File: src/rtl/fir_coeff_loader_if.sv
// Coefficient-bank write port, transfer handshake and bit-serial load lines
// between the config logic, the coefficient loader and the FIR filter.
interface fir_coeff_loader_if #(
    parameter int DataWidth = 12,
    parameter int NTaps     = 9
);
    localparam int NCoeffs   = (NTaps + 1) / 2;
    localparam int AddrWidth = (NCoeffs > 1) ? $clog2(NCoeffs) : 1;

    logic                 wr_en;
    logic [AddrWidth-1:0] wr_addr;
    logic [DataWidth-1:0] wr_data;
    logic                 send;
    logic                 fir_idle;
    logic                 busy;
    logic                 done;
    logic                 coeff_load;
    logic                 coeff_out;

    modport master (
        output wr_en, wr_addr, wr_data, send, fir_idle,
        input  busy, done, coeff_load, coeff_out
    );

    modport slave (
        input  wr_en, wr_addr, wr_data, send, fir_idle,
        output busy, done, coeff_load, coeff_out
    );
endinterface

File: src/rtl/fir_coeff_loader.sv
// Coefficient bank plus serializer feeding the FIR filter's coefficient shift
// chain: last word first, MSB first, so bank[0] LSB lands at the chain entry.
module fir_coeff_loader #(
    parameter int DataWidth = 12,
    parameter int NTaps     = 9
) (
    input  logic               clk,
    input  logic               rstN,
    fir_coeff_loader_if.slave  bus
);
    localparam int NCoeffs   = (NTaps + 1) / 2;
    localparam int AddrWidth = (NCoeffs > 1) ? $clog2(NCoeffs) : 1;
    localparam int BitWidth  = (DataWidth > 1) ? $clog2(DataWidth) : 1;
    localparam int TotalBits = NCoeffs * DataWidth;

    localparam logic [AddrWidth:0]   NCoeffsW = (AddrWidth + 1)'(NCoeffs);
    localparam logic [BitWidth-1:0]  BitMax   = BitWidth'(DataWidth - 1);
    localparam logic [AddrWidth-1:0] WordMax  = AddrWidth'(NCoeffs - 1);

    if ((NTaps % 2) == 0) begin : gBadTaps
        $fatal(1, "fir_coeff_loader: NTaps must be odd");
    end

    typedef enum logic [1:0] {
        IDLE,
        WAIT,
        SHIFT,
        DONE
    } state_t;

    state_t                 state_q, state_d;
    logic [DataWidth-1:0]   bank_q [NCoeffs];
    logic [DataWidth-1:0]   bank_d [NCoeffs];
    logic [TotalBits-1:0]   shiftReg_q, shiftReg_d;
    logic [TotalBits-1:0]   snapshot;
    logic [BitWidth-1:0]    bitCnt_q, bitCnt_d;
    logic [AddrWidth-1:0]   wordCnt_q, wordCnt_d;
    logic                   busy_q, busy_d;
    logic                   done_q, done_d;
    logic                   coeffLoad_q, coeffLoad_d;
    logic                   coeffOut_q, coeffOut_d;
    logic                   wrHit;

    assign wrHit = bus.wr_en && ({1'b0, bus.wr_addr} < NCoeffsW);

    // The snapshot is taken from the post-write bank so a write coinciding
    // with an accepted send is part of that transfer.
    always_comb begin
        bank_d   = bank_q;
        snapshot = '0;
        if (wrHit) begin
            bank_d[bus.wr_addr] = bus.wr_data;
        end
        for (int i = 0; i < NCoeffs; i++) begin
            snapshot[i*DataWidth +: DataWidth] = bank_d[i];
        end
    end

    always_comb begin
        state_d     = state_q;
        shiftReg_d  = shiftReg_q;
        bitCnt_d    = bitCnt_q;
        wordCnt_d   = wordCnt_q;
        busy_d      = busy_q;
        done_d      = 1'b0;
        coeffLoad_d = 1'b0;
        coeffOut_d  = 1'b0;

        case (state_q)
            IDLE: begin
                if (bus.send) begin
                    busy_d    = 1'b1;
                    bitCnt_d  = BitMax;
                    wordCnt_d = WordMax;
                    if (bus.fir_idle) begin
                        state_d     = SHIFT;
                        coeffLoad_d = 1'b1;
                        coeffOut_d  = snapshot[TotalBits-1];
                        shiftReg_d  = {snapshot[TotalBits-2:0], 1'b0};
                    end else begin
                        state_d    = WAIT;
                        shiftReg_d = snapshot;
                    end
                end
            end
            WAIT: begin
                if (bus.fir_idle) begin
                    state_d     = SHIFT;
                    coeffLoad_d = 1'b1;
                    coeffOut_d  = shiftReg_q[TotalBits-1];
                    shiftReg_d  = {shiftReg_q[TotalBits-2:0], 1'b0};
                end
            end
            SHIFT: begin
                // Counters name the bit currently on coeff_out.
                if ((bitCnt_q == '0) && (wordCnt_q == '0)) begin
                    state_d = DONE;
                    busy_d  = 1'b0;
                    done_d  = 1'b1;
                end else begin
                    coeffLoad_d = 1'b1;
                    coeffOut_d  = shiftReg_q[TotalBits-1];
                    shiftReg_d  = {shiftReg_q[TotalBits-2:0], 1'b0};
                    if (bitCnt_q == '0) begin
                        bitCnt_d  = BitMax;
                        wordCnt_d = wordCnt_q - 1'b1;
                    end else begin
                        bitCnt_d = bitCnt_q - 1'b1;
                    end
                end
            end
            DONE: begin
                state_d = IDLE;
            end
            default: begin
                state_d = IDLE;
                busy_d  = 1'b0;
            end
        endcase
    end

    always_ff @(posedge clk or negedge rstN) begin
        if (!rstN) begin
            state_q     <= IDLE;
            for (int i = 0; i < NCoeffs; i++) begin
                bank_q[i] <= '0;
            end
            shiftReg_q  <= '0;
            bitCnt_q    <= '0;
            wordCnt_q   <= '0;
            busy_q      <= 1'b0;
            done_q      <= 1'b0;
            coeffLoad_q <= 1'b0;
            coeffOut_q  <= 1'b0;
        end else begin
            state_q     <= state_d;
            bank_q      <= bank_d;
            shiftReg_q  <= shiftReg_d;
            bitCnt_q    <= bitCnt_d;
            wordCnt_q   <= wordCnt_d;
            busy_q      <= busy_d;
            done_q      <= done_d;
            coeffLoad_q <= coeffLoad_d;
            coeffOut_q  <= coeffOut_d;
        end
    end

    assign bus.busy       = busy_q;
    assign bus.done       = done_q;
    assign bus.coeff_load = coeffLoad_q;
    assign bus.coeff_out  = coeffOut_q;
endmodule
File: src/flat_wrapper.sv
// flat-port wrapper written by rule: the top's interface ports become plain ports
module fir_coeff_loader_flat 
#(
    parameter int DataWidth = 12,
    parameter int NTaps     = 9
)
  (clk, rstN, bus_wr_en, bus_wr_addr, bus_wr_data, bus_send, bus_fir_idle, bus_busy, bus_done, bus_coeff_load, bus_coeff_out);
  fir_coeff_loader_if #(.DataWidth(DataWidth), .NTaps(NTaps)) bus_i ();
  input  logic clk;
  input  logic rstN;
  input wire logic [$bits(bus_i.wr_en)-1:0] bus_wr_en;
  input wire logic [$bits(bus_i.wr_addr)-1:0] bus_wr_addr;
  input wire logic [$bits(bus_i.wr_data)-1:0] bus_wr_data;
  input wire logic [$bits(bus_i.send)-1:0] bus_send;
  input wire logic [$bits(bus_i.fir_idle)-1:0] bus_fir_idle;
  output wire logic [$bits(bus_i.busy)-1:0] bus_busy;
  output wire logic [$bits(bus_i.done)-1:0] bus_done;
  output wire logic [$bits(bus_i.coeff_load)-1:0] bus_coeff_load;
  output wire logic [$bits(bus_i.coeff_out)-1:0] bus_coeff_out;
  assign bus_i.wr_en = bus_wr_en;
  assign bus_i.wr_addr = bus_wr_addr;
  assign bus_i.wr_data = bus_wr_data;
  assign bus_i.send = bus_send;
  assign bus_i.fir_idle = bus_fir_idle;
  assign bus_busy = bus_i.busy;
  assign bus_done = bus_i.done;
  assign bus_coeff_load = bus_i.coeff_load;
  assign bus_coeff_out = bus_i.coeff_out;
  fir_coeff_loader #(.DataWidth(DataWidth), .NTaps(NTaps)) u_core (.clk(clk), .rstN(rstN), .bus(bus_i));
endmodule
File: config.mk
export PLATFORM = sky130hd
export DESIGN_NAME = fir_coeff_loader_flat
export DESIGN_NICKNAME = d
export VERILOG_FILES = /design/src/rtl/fir_coeff_loader_if.sv /design/src/rtl/fir_coeff_loader.sv /design/src/flat_wrapper.sv
export SDC_FILE = /design/constraint.sdc
export NUM_CORES = 1
export LEC_CHECK = 0
export ABC_AREA = 1
export BUFFER_PORTS_ARGS = -buffer_cell sky130_fd_sc_hd__buf_2
export CAP_MARGIN = 20
export CORE_UTILIZATION = 30
export DETAILED_ROUTE_END_ITERATION = 10
export PLACE_DENSITY_LB_ADDON = 0.1
export SYNTH_ARGS = -nofsm -noshare
export SYNTH_HDL_FRONTEND = slang
export SYNTH_SLANG_ARGS = --single-unit
File: constraint.sdc
create_clock -name clk -period 2.2 [get_ports clk]
set_input_delay 0.44 -clock clk [delete_from_list [all_inputs] [get_ports clk]]
set_output_delay 0.44 -clock clk [all_outputs]
set_load 0.05 [all_outputs]
==> run_results.csv <==
group,metric,value,unit
status,status,"completed",
clock_network,clock-sinks,133,
synth,synth-edff-count,0,
synth,async_flop_share,100,%
synth,synth_top_family_by_area,"simple AND/OR/NAND/NOR gates",
sta,post-route-min-period,1.82,ns
critical_path,cp-end-kind,"register",
floorplan,rows,57,
power,power.net_switching,5.18,mW
placement,port-buffer-count,23,
synth,syn-num-nets,1093,
critical_path,cp.arrival,2.17,ns
synth,synth_adder_area_share,1.35,%
clock_network,clkSlewWorstSetupHoldPaths,0.07,ns
synth,yosys.area_share.simple,44.2,%
critical_path,critPathMostFrequentCell,"nand2_1",
final_layout,layout_commonest_cell,"nand2_1",
critical_path,critPathKind,"reg2reg",
drt,met1_length,11500,um
grt,grt_pass1_vias,6979,
floorplan,dieArea,25400,um2
drt,drcViolationCount,0,
power,intPower,6.89,mW
grt,grt_max_degree,60,
critical_path,start_kind,"register",
final_layout,fillers,2596,
sta,hold_viol_final,0,
floorplan,ios,24,
synth,syn_area_per_cell,6.99,um2
drt,top_layer_used,"met4",
critical_path,cp_cell_sequence,"inv_1, ha_2, nand2_1, nand2_1, nor2_4, nand2_2, inv_2, buf_12, nand2_1, nand3_1",
grt,grt_pass1_wl,39100,um
synth,ys_warn_count,0,
placement,dp_hpwl,14300,um
drt,drt-initial-drc-count,473,
final_layout,mostFrequentLayoutCells,"449 x nand2_1, 210 x nand3_1, 133 x dfrtp_1",
sta,worst_pin_slew,0.406,ns
worst_hold_path,holdCritPathClass,"in2reg",
critical_path,critPathMaxStageDelay,0.40,ns
synth,synth_compound_area_share,0.740,%
power,max-vdd-ir-drop,1.06,mV
floorplan,die_h,159,um
drt,wl_per_cell,16.8,um
power,seqPwrFrac,29.9,%
power,sw_frac_of_total,42.9,%
sta,rsz0062_at_grt,"false",
synth,synthMuxAreaShare,0,%
synth,synthCells,1065,
sta,setup_viol,0,
final_layout,syn2layout_area_growth,17.0,%
grt,overflow,0,
sta,period_share,82.8,%
sta,finalClockSkew,0.0112,ns
clock_network,tritoncts,"done",
sta,maxSlewHeadroom,72.9,%
grt,antenna_found_initial,0,
drt,ant_nets,0,
synth,synth_xor_area_share,0.118,%
drt,viasPerCell,4.88,
clock_network,clockRootBuffer,"clkbuf_16",
sta,setup-tns-final,0,ns
critical_path,path_delay_family,"simple AND/OR/NAND/NOR gates",
floorplan,start_util,30.6,%
clock_network,cts_inserted_buffers,17,
power,p_clk_share,26.6,%
drt,vias,6873,
drt,dr_wl_met3,747,um
grt,grtUsageTotal,19.4,%
power,power,12.1,mW
clock_network,worstSkewPairLatency,0.42,ns
drt,wl_met2,11100,um
synth,netlist_area,7440,um2
sta,fmax,549,MHz
final_layout,num_antenna_cells,0,
synth,ys_seq_area_share,44.7,%
power,p_leak,4.60,nW
final_layout,nNetsFinal,1099,
drt,drtPass1Iterations,5,
critical_path,crit_buf_inv,3,
power,combPwrFrac,43.6,%
synth,synth_seq_cells,133,
clock_network,cts_buffer_depth,2,
synth,ys_types,23,
critical_path,cp_max_fo,59,
placement,gp_congestion,0.758,
critical_path,cp.required,2.55,ns
final_layout,multiInputGateArea,3480,um2
final_layout,seq_area,3330,um2
critical_path,slowest_stage,"dfrtp_1",
drt,wl,23600,um
power,cellPowerDensity,1390,nW/um2
clock_network,h-tree-depth,4,
floorplan,dieWidth,159,um
floorplan,core_area,24300,um2
synth,ys.flop_type,"dfrtp_1",
sta,slew_viol_final,0,
final_layout,layout-drive-gt1-share,9.69,%
run,cap_violations,0,
[layout make-up]
| class | count | area share [%] |
|---|---|---|
| repair buffers | 59 | 5.82 |
| multi-input cells | 773 | 40.0 |
| inverters | 87 | 3.75 |
| flip-flops and latches | 133 | 38.2 |
| clock inverters | 15 | 2.64 |
| well taps | 324 | 4.66 |
| clock buffers | 17 | 4.89 |
[through the flow]
stage / worst slack [ns] / utilization [%] / area [um2] / std cells / hold WS (ns)
after CTS: 0.350 / 35.8 / 8700 / 1408 / 0.321
final: 0.378 / 35.8 / 8700 / 1408 / 0.341
after detailed placement: 0.350 / 33.1 / 8040 / 1375 / 0.388
after global routing: 0.191 / 35.8 / 8700 / 1408 / 0.335
after floorplan: 0.444 / - / 7440 / 1065 / 0.144
after global placement: 0.358 / 33.1 / 8040 / 1375 / 0.393
[what timing repair did]
| item | CTS | global route |
|---|---|---|
| endpoints found under the hold margin | 36 | 0 |
| resized for setup | 0 | 0 |
| buffers inserted | 0 | 0 |
| hold buffers | 1 | 0 |
[kinds of logic after synthesis]
logic type	Yosys count
and+or+nand+nor	753
buffers and inverters	159
DFF	133
AOI/OAI and AO/OA	11
adders and majority gates	8
xor gates and xnor gates	1
[flip-flops by register name, summed over array words and instances (netlist names)]
signal,count
u_core.bus.done,1
u_core.wordCnt_q,3
u_core.bus.busy,1
u_core.bus.coeff_load,1
u_core.bus.coeff_out,1
u_core.bank_q,60
u_core.bitCnt_q,4
u_core.state_q,2
u_core.shiftReg_q,60
[power groups by stage]
| stage | registers, mW | clock network (mW) | logic (mW) |
|---|---|---|---|
| after global routing | 3.70 | 3.39 | 5.99 |
| after floorplan | 3.64 | 0 | 3.56 |
| final | 3.60 | 3.21 | 5.26 |
| after detailed placement | 3.63 | 0 | 5.34 |
| after CTS | 3.60 | 3.28 | 5.35 |
| after global placement | 3.64 | 0 | 5.33 |
[cell usage after synthesis, drive strengths merged, types with 3 or more instances]
cell    count  area, um2
nand2     450       1690
nand3     210       1050
dfrtp     133       3330
inv        86        323
nand4      57        363
buf        49        245
nor2       28        135
clkbuf     23       86.3
ha          8        100
o21ai       8       40.0
and2        6       37.5
a21oi       3       15.0
[worst min-delay path, stage by stage]
cell and delay [ns]:
buf_2 0.14, nand2_1 0.08, nand2_1 0.06
[routing by layer]
metal | vias to the layer above | global-route usage, %
met5 | - | 0
met2 | 114 | 32.2
li1 | 3437 | -
met4 | 0 | 3.98
met1 | 3305 | 26.6
met3 | 17 | 3.33
[path summary, 6_finish.rpt]
check,from,end,slack [ns],depth (start not counted)
worst max register to register,u_core.state_q[0],u_core.shiftReg_q[3],0.38,10
worst max-delay path,u_core.state_q[0],u_core.shiftReg_q[3],0.38,10
min in group asynchronous,rstN,u_core.shiftReg_q[36],0.50,2
worst min register to register,u_core.wordCnt_q[1],u_core.wordCnt_q[1],0.47,2
max in group asynchronous,rstN,u_core.bank_q[47],1.00,3
worst min-delay path,bus_wr_data[0],u_core.bank_q[12],0.34,3
Note: power is estimated with default switching activity, not from simulation.
